--- config.mk ---
export PLATFORM = sky130hd
export DESIGN_NAME = rob_param
export DESIGN_NICKNAME = d
export VERILOG_FILES = /design/src/rtl/rob_param_pkg.sv /design/src/rtl/rob_param_age_mask.sv /design/src/rtl/rob_param.sv
export SDC_FILE = /design/constraint.sdc
export NUM_CORES = 1
export LEC_CHECK = 0
export CAP_MARGIN = 20
export CORE_ASPECT_RATIO = 0.9
export CORE_MARGIN = 5
export CORE_UTILIZATION = 45
export CTS_CLUSTER_SIZE = 30
export DETAILED_ROUTE_END_ITERATION = 16
export GPL_TIMING_DRIVEN = 0
export PLACE_DENSITY = 0.65
export SETUP_SLACK_MARGIN = 0.4
export SYNTH_ARGS = -nofsm -noshare
export SYNTH_HDL_FRONTEND = slang
export SYNTH_SLANG_ARGS = --single-unit
--- constraint.sdc ---
create_clock -name clk -period 4.1 [get_ports clk]
set_clock_uncertainty 0.1 [all_clocks]
set_input_delay 1.025 -clock clk [delete_from_list [all_inputs] [get_ports clk]]
set_output_delay 1.025 -clock clk [all_outputs]
set_load 0.05 [all_outputs]
--- src/rtl/rob_param_pkg.sv ---
// Shared types for the reorder buffer: instruction class and the default tag type.
package rob_param_pkg;

    typedef enum logic [1:0] {
        OpAlu = 2'd0,
        OpLd  = 2'd1,
        OpSt  = 2'd2,
        OpBr  = 2'd3
    } op_t;

    localparam int unsigned ROB_DEPTH = 8;
    localparam int unsigned ROB_TAG_W = $clog2(ROB_DEPTH);

    typedef logic [ROB_TAG_W-1:0] rob_tag_t;

endpackage

--- src/rtl/rob_param_age_mask.sv ---
// Marks every occupied entry strictly younger than a given branch tag, measured from head.
module rob_param_age_mask #(
    parameter  int unsigned DEPTH = 8,
    localparam int unsigned TAG_W = $clog2(DEPTH)
) (
    input  logic [TAG_W:0]   head_ptr,
    input  logic [TAG_W:0]   tail_ptr,
    input  logic [TAG_W-1:0] br_tag,
    output logic [DEPTH-1:0] younger,
    output logic [TAG_W-1:0] br_dist
);

    logic [TAG_W:0]   occ;
    logic [TAG_W-1:0] idx_dist;

    always_comb begin
        occ      = tail_ptr - head_ptr;
        br_dist  = br_tag - head_ptr[TAG_W-1:0];
        idx_dist = '0;
        younger  = '0;
        // Age is the modular distance from head; younger means further than the branch yet
        // still inside the occupied window.
        for (int i = 0; i < DEPTH; i++) begin
            idx_dist   = TAG_W'(i) - head_ptr[TAG_W-1:0];
            younger[i] = ({1'b0, idx_dist} > {1'b0, br_dist}) && ({1'b0, idx_dist} < occ);
        end
    end

endmodule

--- src/rtl/rob_param.sv ---
// Parametrised reorder buffer: in-order allocate, out-of-order completion, in-order commit,
// single-cycle flush of everything younger than a mispredicted branch.
module rob_param
    import rob_param_pkg::*;
#(
    parameter  int unsigned DEPTH = 8,
    localparam int unsigned TAG_W = $clog2(DEPTH)
) (
    input  logic             clk,
    input  logic             rst,
    input  logic             alloc_valid,
    input  op_t              alloc_op,
    input  logic [4:0]       alloc_rd,
    input  logic [4:0]       alloc_st_src,
    output logic             alloc_ready,
    output logic [TAG_W-1:0] alloc_tag,
    input  logic [DEPTH-1:0] set_valid,
    input  logic             br_update,
    input  logic [TAG_W-1:0] br_tag,
    input  logic             br_mispredict,
    input  logic             data_mem_resp,
    output logic             data_read,
    output logic             data_write,
    output logic             regfile_load,
    output logic             ld_commit_sel,
    output logic [4:0]       rd_commit,
    output logic [4:0]       st_src_commit,
    output logic [TAG_W-1:0] head_tag,
    output logic [DEPTH-1:0] entry_valid,
    output logic [DEPTH-1:0] entry_alloc,
    output logic [TAG_W:0]   count,
    output logic             rob_full,
    output logic             rob_empty,
    output logic             flush,
    output logic             ld_pc
);

    op_t              op_q  [DEPTH];
    op_t              op_d  [DEPTH];
    logic [4:0]       rd_q  [DEPTH];
    logic [4:0]       rd_d  [DEPTH];
    logic [4:0]       src_q [DEPTH];
    logic [4:0]       src_d [DEPTH];
    logic [DEPTH-1:0] valid_q, valid_d;
    logic [DEPTH-1:0] alloc_q, alloc_d;
    logic [TAG_W:0]   head_q, head_d;
    logic [TAG_W:0]   tail_q, tail_d;

    logic [TAG_W-1:0] head_idx;
    logic [TAG_W-1:0] tail_idx;
    logic             head_ready;
    logic             retire;
    logic             do_alloc;
    logic             mispredict;
    logic [DEPTH-1:0] flush_mask;
    logic [TAG_W-1:0] br_dist;

    rob_param_age_mask #(
        .DEPTH (DEPTH)
    ) u_age_mask (
        .head_ptr (head_q),
        .tail_ptr (tail_q),
        .br_tag   (br_tag),
        .younger  (flush_mask),
        .br_dist  (br_dist)
    );

    assign head_idx    = head_q[TAG_W-1:0];
    assign tail_idx    = tail_q[TAG_W-1:0];
    assign head_tag    = head_idx;
    assign alloc_tag   = tail_idx;
    assign count       = tail_q - head_q;
    assign rob_empty   = (head_q == tail_q);
    assign rob_full    = (head_q[TAG_W] != tail_q[TAG_W]) && (head_idx == tail_idx);
    assign entry_valid = valid_q;
    assign entry_alloc = alloc_q;

    assign mispredict  = br_update & br_mispredict & alloc_q[br_tag];
    assign flush       = mispredict;
    assign ld_pc       = mispredict;
    assign alloc_ready = ~rob_full & ~(br_update & br_mispredict);
    assign do_alloc    = alloc_valid & alloc_ready;

    assign rd_commit     = rd_q[head_idx];
    assign st_src_commit = src_q[head_idx];
    assign head_ready    = alloc_q[head_idx] & valid_q[head_idx];

    always_comb begin
        data_read     = 1'b0;
        data_write    = 1'b0;
        regfile_load  = 1'b0;
        ld_commit_sel = 1'b0;
        retire        = 1'b0;
        if (head_ready) begin
            case (op_q[head_idx])
                OpLd: begin
                    data_read     = ~data_mem_resp;
                    regfile_load  = data_mem_resp;
                    ld_commit_sel = data_mem_resp;
                    retire        = data_mem_resp;
                end
                OpSt: begin
                    data_write = ~data_mem_resp;
                    retire     = data_mem_resp;
                end
                OpBr:    retire = 1'b1;
                default: begin
                    regfile_load = 1'b1;
                    retire       = 1'b1;
                end
            endcase
        end
    end

    always_comb begin
        op_d    = op_q;
        rd_d    = rd_q;
        src_d   = src_q;
        valid_d = valid_q | (set_valid & alloc_q & ~(mispredict ? flush_mask : '0));
        alloc_d = alloc_q;
        head_d  = head_q;
        tail_d  = tail_q;

        if (retire) begin
            valid_d[head_idx] = 1'b0;
            alloc_d[head_idx] = 1'b0;
            head_d            = head_q + 1'b1;
        end

        // Alloc is never granted in a mispredict cycle, so the two tail updates are exclusive.
        if (mispredict) begin
            valid_d = valid_d & ~flush_mask;
            alloc_d = alloc_d & ~flush_mask;
            tail_d  = head_q + (TAG_W+1)'(br_dist) + (TAG_W+1)'(1);
        end else if (do_alloc) begin
            op_d[tail_idx]    = alloc_op;
            rd_d[tail_idx]    = alloc_rd;
            src_d[tail_idx]   = alloc_st_src;
            valid_d[tail_idx] = 1'b0;
            alloc_d[tail_idx] = 1'b1;
            tail_d            = tail_q + 1'b1;
        end
    end

    always_ff @(posedge clk) begin
        if (rst) begin
            for (int i = 0; i < DEPTH; i++) begin
                op_q[i]  <= OpAlu;
                rd_q[i]  <= '0;
                src_q[i] <= '0;
            end
            valid_q <= '0;
            alloc_q <= '0;
            head_q  <= '0;
            tail_q  <= '0;
        end else begin
            op_q    <= op_d;
            rd_q    <= rd_d;
            src_q   <= src_d;
            valid_q <= valid_d;
            alloc_q <= alloc_d;
            head_q  <= head_d;
            tail_q  <= tail_d;
        end
    end

endmodule

==> results.py <==
metrics = {
    "logic_synthesis": {
        "synth_cells": 781,
        "ys_async_sr_fraction": 0,
        "synth-edff-count": 0,
        "netlist_area_mm2": 0.006750,
        "ys.flop_type": "dfxtp_1",
        "yosysWarnings": 0,
        "syn-num-nets": 855,
        "syn_avg_cell_area_um2": 8.643,
        "synth_cell_types": 65,
        "ys_seq_area_frac": 0.3559,
        "synth-seq-cells": 120,
    },
    "global_route": {
        "grt_pass1_wl_um": 32530,
        "grt_pass1_vias": 5971,
        "grt_max_degree": 17,
        "antenna_found_initial": 0,
        "track_usage": 0.2361,
        "grt-ovfl-total": 0,
    },
    "power": {
        "peakVddDrop_uv": 295.1,
        "p_int_w": 0.002277,
        "pwr-share-clk": 0.468,
        "switching_share": 0.2688,
        "leakagePower_nw": 3.390,
        "p_per_area_mw_per_mm2": 374.7,
        "p_sw_w": 0.0008369,
        "seq_power_share": 0.391,
        "pwr-share-comb": 0.141,
    },
    "detailed_routing": {
        "wire_per_inst_um": 19.26,
        "drc": 0,
        "drtAntennaViolNets": 0,
        "viasPerCell": 5.580,
        "drt-total-wl_um": 20820,
        "firstDrtPassIters": 5,
        "drtIter0Drc": 572,
        "vias": 6032,
    },
    "cells_and_area": {
        "area_growth_pct": 23.10,
        "num_antenna_cells": 0,
        "final_core_util": 0.5647,
        "fin_nets": 944,
        "mostFrequentLayoutCells": "nand2_1 (200), dfxtp_1 (116), a21oi_1 (93)",
        "layout_commonest_cell": "nand2_1",
        "drive_gt1_frac": 0.1619,
    },
    "clock_tree": {
        "numClockSinks": 120,
        "h-tree-depth": 4,
        "cts.path.max_buffers": 2,
        "ctsHoldBuffers": 0,
        "cts.reportedPaths.clkPinSlew_ps": 60,
        "root_buffer": "clkbuf_16",
        "clkLatencyLatePin_ps": 410,
        "cts_buffers": 17,
        "tritoncts": "yes",
    },
    "die": {
        "design.die.area_mm2": 0.01755,
        "num_rows": 42,
        "die_h_um": 126.2,
        "coreArea_mm2": 0.01471,
        "io_pins": 74,
        "initial_core_util": 0.4588,
        "die_x_um": 139.1,
    },
    "timing": {
        "holdWs_ps": 351.1,
        "min_period_over_period": 0.8931,
        "setup_ws_ps": 438.2,
        "grt_setup_unrepaired": "true",
        "maxSlewViolCount": 0,
        "setup_viol": 0,
        "hold_viol": 0,
        "slew_headroom": 0.4824,
        "fmax_mhz": 273.1,
        "worst_pin_slew_ps": 770.0,
        "final.min_clock_period_ps": 3662,
        "tns_ps": 0,
    },
    "setup_path": {
        "arrival_ps": 2540,
        "worstPathRequired_ps": 2970,
        "crit_chain": "inv_4, buf_8, ha_1, and3b_1, or3_4, nand2_4, inv_2, buf_2",
        "rr_startpoint": "head_q[1]",
        "rrSetupSlack_ps": 830,
        "path_max_fanout": 14,
        "crit_buf_inv": 4,
        "timing.rr.end": "entry_alloc[2]",
        "start_kind": "flip-flop",
        "cp-end-kind": "output pin",
        "reg2regPathDepth": 9,
        "cpPeakStageDelay_ps": 450,
        "crit_slowest_cell": "dfxtp_4",
        "crit_family": "simple AND/OR/NAND/NOR gates",
        "critical_path_class": "flip-flop to output pin",
    },
    "outcome": {
        "status": "complete, no violations",
    },
    "hold_path": {
        "whs_path_depth": 2,
        "holdCritStartpoint": "rd_q[27]",
        "holdPathEnd": "rd_q[27]",
        "hold_class": "flip-flop to flip-flop",
    },
    "placed_design": {
        "place.port_buffers": 61,
        "place_congestion": 0.9470,
        "place_ws_ps": -648.2,
        "dp_hpwl_um": 15040,
    },
    "job": {
        "maxCapViolations": 0,
    },
}
## worst max path at each step
stage	slack [ps]	start	endpoint	cells past startpoint
after floorplan	460	head_q[2]	entry_alloc[7]	9
after global placement	-640	head_q[2]	count[3]	8
after detailed placement	-650	head_q[2]	count[3]	8
after CTS	210	head_q[2]	count[3]	8
after global routing	360	head_q[2]	count[3]	8
final	440	head_q[2]	count[3]	8
## timing repair
| action | 4_1_cts | 5_1_grt |
|---|---|---|
| buffers inserted | 1 | 8 |
| endpoints found under the setup margin | 59 | 28 |
| resized for setup | 73 | 23 |
| pin swaps | 0 | 1 |
## cells by family after synthesis
logic type / Yosys count / synth area share
and+or+nand+nor: 308 / 0.2046
AOI/OAI and AO/OA: 151 / 0.1412
DFF: 120 / 0.3559
buffers and inverters: 91 / 0.06154
muxes: 56 / 0.1357
adders and majority gates: 46 / 0.08712
xor gates and xnor gates: 9 / 0.01390
## per-stage QoR
step	power (W)	std cells	instance area [um2]
floorplan	0.001531	781	6753
global placement	0.001668	1040	7611
detailed placement	0.001680	1040	7611
CTS	0.003115	1073	8238
global route	0.003219	1081	8309
finish	0.003114	1081	8309
## power by group through the flow
stage	clock network [W]	logic (W)	registers, W
after floorplan	0	0.000283	0.00125
after global placement	0	0.000429	0.00124
after detailed placement	0	0.000439	0.00124
after CTS	0.00146	0.000435	0.00122
after global routing	0.00153	0.000472	0.00122
final	0.00146	0.000439	0.00122
## sequential cells by signal, indices dropped and copies added, names as in the netlist
name	count
rd_q	40
src_q	40
op_q	16
entry_alloc	8
entry_valid	8
head_q	4
tail_q	4
## tightest hold or removal path, stage by stage, from the launching register on
cell and delay [ps]:
dfxtp_1 300, nand2_1 50, a21oi_1 50
## synthesized netlist by cell type (all sizes together), types with 4 or more instances
master | n | area (um2)
mux4 | 28 | 630.6
and2 | 5 | 31.28
nand2 | 201 | 762.0
a21oi | 93 | 465.5
buf | 32 | 191.4
xnor2 | 6 | 67.56
clkbuf | 28 | 105.1
nor2b | 8 | 50.05
inv | 31 | 118.9
nor4 | 6 | 77.58
nor3 | 11 | 75.07
a21o | 13 | 97.59
or3 | 7 | 48.80
nand3 | 8 | 45.04
dfxtp | 120 | 2402
nor2 | 44 | 165.2
ha | 43 | 538.0
a211oi | 4 | 35.03
o21ai | 7 | 35.03
nand2b | 5 | 31.28
mux2i | 27 | 270.3
and3 | 6 | 37.54
a211o | 5 | 43.79
## per-layer routing
metal | routed length (um) | up-vias | track usage | part of all wire
met4 | 425 | 0 | 0.07422 | 0.020
met1 | 9573 | 2909 | 0.3342 | 0.46
met3 | 1526 | 32 | 0.05231 | 0.073
met2 | 9290 | 224 | 0.3610 | 0.45
met5 | 0 | - | 0 | 0
li1 | - | 2867 | - | -
## area by class of cell
cell class              instances  area, um2
well taps                     198      247.7
plain buffers                  60      337.8
clock buffers                  23      478.0
multi-input cells             570       3971
repair buffers                 70      634.4
clock inverters                 9      97.59
flip-flops and latches        120       2415
fillers                      1354       6405
inverters                      31      127.6
Power figures use the tool's default switching activity.
